==> src/rtl/fetch_unit_pkg.sv <==
// +----------------------------------------------------------------------------+
// | fetch_unit_pkg : shared PCSrc encodings, fetch FSM states, core opcodes     |
// | Rev 1.0                                                                     |
// +----------------------------------------------------------------------------+
`default_nettype none

package fetch_unit_pkg;

  localparam logic [1:0] PC_SEQ = 2'b00;
  localparam logic [1:0] PC_BR  = 2'b01;
  localparam logic [1:0] PC_REG = 2'b10;
  localparam logic [1:0] PC_JMP = 2'b11;

  typedef enum logic [2:0] {
    ST_IDLE  = 3'd0,
    ST_REQ   = 3'd1,
    ST_READY = 3'd2,
`ifdef PC_ALIGN_CHECK_EN
    ST_FAULT = 3'd4,
`endif
    ST_HALT  = 3'd3
  } fetch_state_t;

  localparam logic [5:0] OP_RTYPE = 6'b000000;
  localparam logic [5:0] OP_ADDI  = 6'b000001;
  localparam logic [5:0] OP_ORI   = 6'b010000;
  localparam logic [5:0] OP_SW    = 6'b100110;
  localparam logic [5:0] OP_LW    = 6'b100111;
  localparam logic [5:0] OP_BEQ   = 6'b110000;
  localparam logic [5:0] OP_J     = 6'b111000;
  localparam logic [5:0] OP_JR    = 6'b111001;
  localparam logic [5:0] OP_JAL   = 6'b111010;
  localparam logic [5:0] OP_HALT  = 6'b111111;

  function automatic logic [5:0] get_opcode(input logic [31:0] instr);
    return instr[31:26];
  endfunction

endpackage

`default_nettype wire

==> src/rtl/fetch_next_pc.sv <==
// +----------------------------------------------------------------------------+
// | fetch_next_pc : combinational next-PC selection (seq / branch / jr / jump)  |
// | Rev 1.0                                                                     |
// +----------------------------------------------------------------------------+
`default_nettype none

module fetch_next_pc
  import fetch_unit_pkg::*;
(
  input  logic [31:0] i_pc,
  input  logic [25:0] i_instr_index,
  input  logic [1:0]  i_pc_src,
  input  logic [31:0] i_imm_ext,
  input  logic [31:0] i_rs_data,
  output logic [31:0] o_pc_plus4,
  output logic [31:0] o_next_pc
);

  logic [31:0] w_branch_target;

  assign o_pc_plus4      = i_pc + 32'd4;
  // Branch offset is in words; arithmetic wraps modulo 2^32.
  assign w_branch_target = o_pc_plus4 + (i_imm_ext << 2);

  always_comb begin
    o_next_pc = o_pc_plus4;
    case (i_pc_src)
      PC_SEQ:  o_next_pc = o_pc_plus4;
      PC_BR:   o_next_pc = w_branch_target;
      PC_REG:  o_next_pc = i_rs_data;
      PC_JMP:  o_next_pc = {o_pc_plus4[31:28], i_instr_index, 2'b00};
      default: o_next_pc = o_pc_plus4;
    endcase
  end

endmodule

`default_nettype wire

==> src/rtl/fetch_unit.sv <==
// +----------------------------------------------------------------------------+
// | fetch_unit : IF stage - PC, req/ack instruction fetch, fetch buffer and IR  |
// | Optional feature macro: PC_ALIGN_CHECK_EN (misaligned-PC fault)             |
// | Rev 1.0                                                                     |
// +----------------------------------------------------------------------------+
`default_nettype none

module fetch_unit
  import fetch_unit_pkg::*;
#(
  parameter logic [31:0] RESET_PC    = 32'h0000_0000,
  parameter logic [5:0]  HALT_OPCODE = OP_HALT
) (
  input  logic        clk,
  input  logic        rst,
  input  logic        PCWre,
  input  logic        IRWre,
  input  logic [1:0]  PCSrc,
  input  logic [31:0] imm_ext,
  input  logic [31:0] rs_data,
  output logic        im_req,
  output logic [31:0] im_addr,
  input  logic        im_ack,
  input  logic [31:0] im_rdata,
  output logic [31:0] pc,
  output logic [31:0] pc_plus4,
  output logic [31:0] ir,
  output logic [5:0]  opcode,
  output logic        fetch_busy,
`ifdef PC_ALIGN_CHECK_EN
  output logic        misalign_fault,
`endif
  output logic        halted
);

  fetch_state_t r_state;
  logic [31:0]  r_pc;
  logic [31:0]  r_ir;
  logic [31:0]  r_fbuf;
  logic         r_fvalid;
  logic         r_im_req;
  logic         r_halted;
  logic [31:0]  w_next_pc;
`ifdef PC_ALIGN_CHECK_EN
  logic         r_misalign;
`endif

  fetch_next_pc u_next_pc (
    .i_pc          (r_pc),
    .i_instr_index (r_ir[25:0]),
    .i_pc_src      (PCSrc),
    .i_imm_ext     (imm_ext),
    .i_rs_data     (rs_data),
    .o_pc_plus4    (pc_plus4),
    .o_next_pc     (w_next_pc)
  );

  always_ff @(posedge clk or negedge rst) begin
    if (!rst) begin
      r_state  <= ST_IDLE;
      r_pc     <= RESET_PC;
      r_ir     <= 32'h0;
      r_fbuf   <= 32'h0;
      r_fvalid <= 1'b0;
      r_im_req <= 1'b0;
      r_halted <= 1'b0;
`ifdef PC_ALIGN_CHECK_EN
      r_misalign <= 1'b0;
`endif
    end else begin
      case (r_state)
        ST_IDLE: begin
          r_im_req <= 1'b1;
          r_state  <= ST_REQ;
        end
        // PCWre is deliberately not looked at here: an ack wins over it.
        ST_REQ: begin
          if (im_ack) begin
            r_fbuf   <= im_rdata;
            r_fvalid <= 1'b1;
            r_im_req <= 1'b0;
            r_state  <= ST_READY;
          end
        end
        ST_READY: begin
          if (PCWre) begin
            r_pc     <= w_next_pc;
            r_fvalid <= 1'b0;
`ifdef PC_ALIGN_CHECK_EN
            if (w_next_pc[1:0] != 2'b00) begin
              r_misalign <= 1'b1;
              r_state    <= ST_FAULT;
            end else begin
              r_im_req <= 1'b1;
              r_state  <= ST_REQ;
            end
`else
            r_im_req <= 1'b1;
            r_state  <= ST_REQ;
`endif
          end
        end
        default: ;
      endcase

      // Loading the halt word overrides any state change made above.
      if (IRWre && r_fvalid) begin
        r_ir <= r_fbuf;
        if (get_opcode(r_fbuf) == HALT_OPCODE) begin
          r_halted <= 1'b1;
          r_im_req <= 1'b0;
          r_state  <= ST_HALT;
        end
      end
    end
  end

  assign im_req     = r_im_req;
  assign im_addr    = r_pc;
  assign pc         = r_pc;
  assign ir         = r_ir;
  assign opcode     = get_opcode(r_ir);
  assign fetch_busy = ~r_fvalid;
  assign halted     = r_halted;
`ifdef PC_ALIGN_CHECK_EN
  assign misalign_fault = r_misalign;
`endif

endmodule

`default_nettype wire
==> config.mk <==
export PLATFORM = sky130hd
export DESIGN_NAME = fetch_unit
export DESIGN_NICKNAME = d
export VERILOG_FILES = /design/src/rtl/fetch_unit_pkg.sv /design/src/rtl/fetch_next_pc.sv /design/src/rtl/fetch_unit.sv
export SDC_FILE = /design/constraint.sdc
export NUM_CORES = 1
export LEC_CHECK = 0
export CORE_ASPECT_RATIO = 0.5
export CORE_MARGIN = 1.5
export CORE_UTILIZATION = 50
export DETAILED_ROUTE_END_ITERATION = 7
export PLACE_DENSITY_LB_ADDON = 0.05
export SYNTH_ARGS = -nofsm -noshare
export SYNTH_HDL_FRONTEND = slang
export SYNTH_SLANG_ARGS = --single-unit
==> constraint.sdc <==
create_clock -name clk -period 5.6 [get_ports clk]
set_input_delay 1.4 -clock clk [delete_from_list [all_inputs] [get_ports clk]]
set_output_delay 1.4 -clock clk [all_outputs]
set_load 0.01 [all_outputs]
==> metrics.log <==
INFO  metric status = finished, final reports clean
INFO  metric synth_commonest_cells = sky130_fd_sc_hd__dfrtp_1 (102), sky130_fd_sc_hd__nand2_1 (79), sky130_fd_sc_hd__mux2_2 (69)
INFO  metric worstPathMaxFanout = 7
INFO  metric final_design_area_no_fill = 0.00965 sq mm
INFO  metric cts.path.max_buffers = 2
INFO  metric yosys_register_bits = 102
INFO  metric drc_errors = 0
INFO  metric placedInstanceArea = 0.00933 sq mm
INFO  metric cts_tree = done
INFO  metric layout_min_cycle_time = 4900 ps
INFO  metric global_route.usage.total = 0.286
INFO  metric synth_most_common_cell = sky130_fd_sc_hd__dfrtp_1
INFO  metric final_util = 0.704
INFO  metric hold_viol = 0
INFO  metric cts_num_sinks = 102
INFO  metric die_area = 0.0149 sq mm
INFO  metric period_share = 0.876
INFO  metric synth_largest_area_cell = sky130_fd_sc_hd__dfrtp_1
INFO  metric synth-edff-count = 0
INFO  metric io_pins = 240
INFO  metric critPathKind = register to output port
INFO  metric clock_latency = 350 ps
INFO  metric clockRootBuffer = sky130_fd_sc_hd__clkbuf_16
INFO  metric yosys_warnings = 0
INFO  metric cts_setup_buffers = 0
INFO  metric total_wire_length = 21300 um
INFO  metric area_share_of_the_leading_cell_type_in_the_synthesized_netlist = 0.360
INFO  metric core.rowCount = 30
INFO  metric max-vdd-ir-drop = 0.285 mV
INFO  metric worst_setup_hold_path_clk_slew = 80 ps
INFO  metric final_max_slew_viol_count = 0
INFO  metric postSynthCellCount = 723
INFO  metric drtIter0Drc = 491
INFO  metric critical_path.endpoint_type = output port
INFO  metric synth_cell_types = 64
INFO  metric grt_remaining_overflow = 0
INFO  metric cp.required = 4200 ps
INFO  metric hpwl = 16300 um
INFO  metric pwr_cell_area = 545 mW/mm^2
INFO  metric seq_area_frac_synth = 0.360
INFO  metric worst_hold_path_type = register to register
INFO  metric maxCapViolCount = 0
INFO  metric r2r-start = im_addr[2]$_DFFE_PN0P_
INFO  metric rsz0062_at_grt = no
INFO  metric antenna_found_initial = 0
INFO  metric syn-cell-area = 0.00708 sq mm
INFO  metric gpl.final_weighted_congestion = 0.917
INFO  metric buffer_ports.inserted = 237
INFO  metric synth.avg_cell_area = 9.79 sq um
INFO  metric synthesis.nets = 861
INFO  metric antenna_cells_inserted = 0
INFO  metric final.setup_skew = 14.1 ps
INFO  metric maximum_clock_rate = 204 MHz
INFO  metric setup.worst_path.start_class = register
INFO  metric grt_first_pass_wirelength = 32500 um
INFO  metric relSlewSlack = 0.333
INFO  metric synth-async-reset-ratio = 1.00
INFO  metric holdWs = 482 ps
INFO  metric htree_levels = 3
INFO  metric drive_gt1_frac = 0.133
INFO  metric cts_hold_buffers = 0
INFO  metric number_of_nets_with_antenna_violations_after_detailed_routing = 0
INFO  metric largest_net_degree_at_the_start_of_global_routing = 69
INFO  metric number_of_nets_at_the_end_of_the_flow = 1045
INFO  metric final.setup.tns = 0 ps
INFO  metric initial_utilization = 0.517
INFO  metric die_w = 171 um
INFO  metric drt_pre_antenna_iters = 5
INFO  metric wl_per_cell = 19.3 um
INFO  metric cts_made_buffers = 9
INFO  metric synthToLayoutAreaGrowth = 36.2%
INFO  metric routed_via_density = 5.77
INFO  metric worst-slew-pin-transition = 999 ps
INFO  metric count_of_vias_placed_by_the_detailed_router = 6371
INFO  metric worst-r2r-setup-slack = 1330 ps
INFO  metric setup_viol_count_final = 0
INFO  metric ctsResizeCount = 0
INFO  metric power_leakage = 4.08 nW
INFO  metric worstSetupStartpoint = im_addr[4]$_DFFE_PN0P_
INFO  metric post_synth_main_area_contributors = sky130_fd_sc_hd__dfrtp_1 (36%), sky130_fd_sc_hd__mux2_2 (11%), sky130_fd_sc_hd__ha_1 (6.0%)
INFO  metric synth_top_flop_cell = sky130_fd_sc_hd__dfrtp_1
INFO  metric hold_start = halted$_DFFE_PN0P_
INFO  metric placeableCoreArea = 0.0137 sq mm
INFO  metric cp_data_arrival_time = 3500 ps
INFO  metric first_global_vias = 6096
INFO  metric fp.dieH = 87.1 um
[cells in the final DEF, fill, tap and decap left out, types with 18 or more instances in the layout]
master                            count
sky130_fd_sc_hd__a21oi_1             43
sky130_fd_sc_hd__clkdlybuf4s50_1    235
sky130_fd_sc_hd__dfrtp_1            102
sky130_fd_sc_hd__ha_1                34
sky130_fd_sc_hd__mux2_2              69
sky130_fd_sc_hd__nand2_1             79
sky130_fd_sc_hd__nand3_1             23
sky130_fd_sc_hd__nor2_1              43
sky130_fd_sc_hd__o21ai_0             18
sky130_fd_sc_hd__xnor2_1             27
sky130_fd_sc_hd__xor2_1              21
[critical path, cell delays in order, from the launching register on]
cell	delay (ps)
sky130_fd_sc_hd__dfrtp_1	520
sky130_fd_sc_hd__nand3_1	240
sky130_fd_sc_hd__nor2_1	370
sky130_fd_sc_hd__nand4_1	370
sky130_fd_sc_hd__nor3_1	510
sky130_fd_sc_hd__nand3_1	190
sky130_fd_sc_hd__xnor2_1	340
sky130_fd_sc_hd__clkdlybuf4s50_1	610
[power breakdown]
part           switching (mW)  leakage (nW)  internal (mW)
Combinational            1.42          2.70           1.70
Sequential              0.392          1.23           1.09
Clock                   0.331         0.148          0.322
Total                    2.14          4.08           3.12
[kinds of logic (layout without fill, tap and decap cells)]
group,count (synthesis),in the layout,synth area share
simple gates,202,202,0.137
compound gates,150,150,0.143
flops,102,102,0.360
mux,96,96,0.167
buf+inv,90,279,0.0698
xor+xnor,48,48,0.0594
fa+ha+maj,35,35,0.0629
[sequential cells by signal (all words and copies together), names as in the netlist]
register / flops
im_addr: 32
ir: 32
r_fbuf: 32
r_state: 3
halted: 1
im_req: 1
r_fvalid: 1
[stage by stage]
step                instances  total power, mW  setup WS, ps
finish                   1104             5.25           697
global route             1104             5.59           380
CTS                      1104             5.26           729
detailed placement       1088             4.59          1130
global placement         1088             4.52          1140
floorplan                 723             3.32          1850
[cell type report]
cell class / count / area, sq um
Multi-Input combinational cell: 531 / 4050
Sequential cell: 102 / 2550
Tap cell: 192 / 240
Inverter: 19 / 71.3
Clock buffer: 9 / 225
Clock inverter: 7 / 90.1
Fill cell: 1071 / 4060
Timing Repair Buffer: 244 / 2420
[layer usage]
| metal | GRT usage | vias up | routed length [um] |
|---|---|---|---|
| met1 | 0.380 | 3109 | 9240 |
| met4 | 0.0606 | 0 | 285 |
| met2 | 0.470 | 285 | 9770 |
| li1 | - | 2953 | - |
| met3 | 0.0781 | 24 | 1970 |
| met5 | 0 | - | 0 |
[final timing paths]
kind | endpoint | cells past startpoint
min in group asynchronous | ir[25]$_DFFE_PN0P_ | 1
worst max register to register | im_addr[31]$_DFFE_PN0P_ | 15
worst min register to register | halted$_DFFE_PN0P_ | 1
max in group asynchronous | r_fbuf[13]$_DFFE_PN0P_ | 2
worst max-delay path | pc_plus4[25] | 7
worst min-delay path | halted$_DFFE_PN0P_ | 1
(Power assumes the default switching activity.)
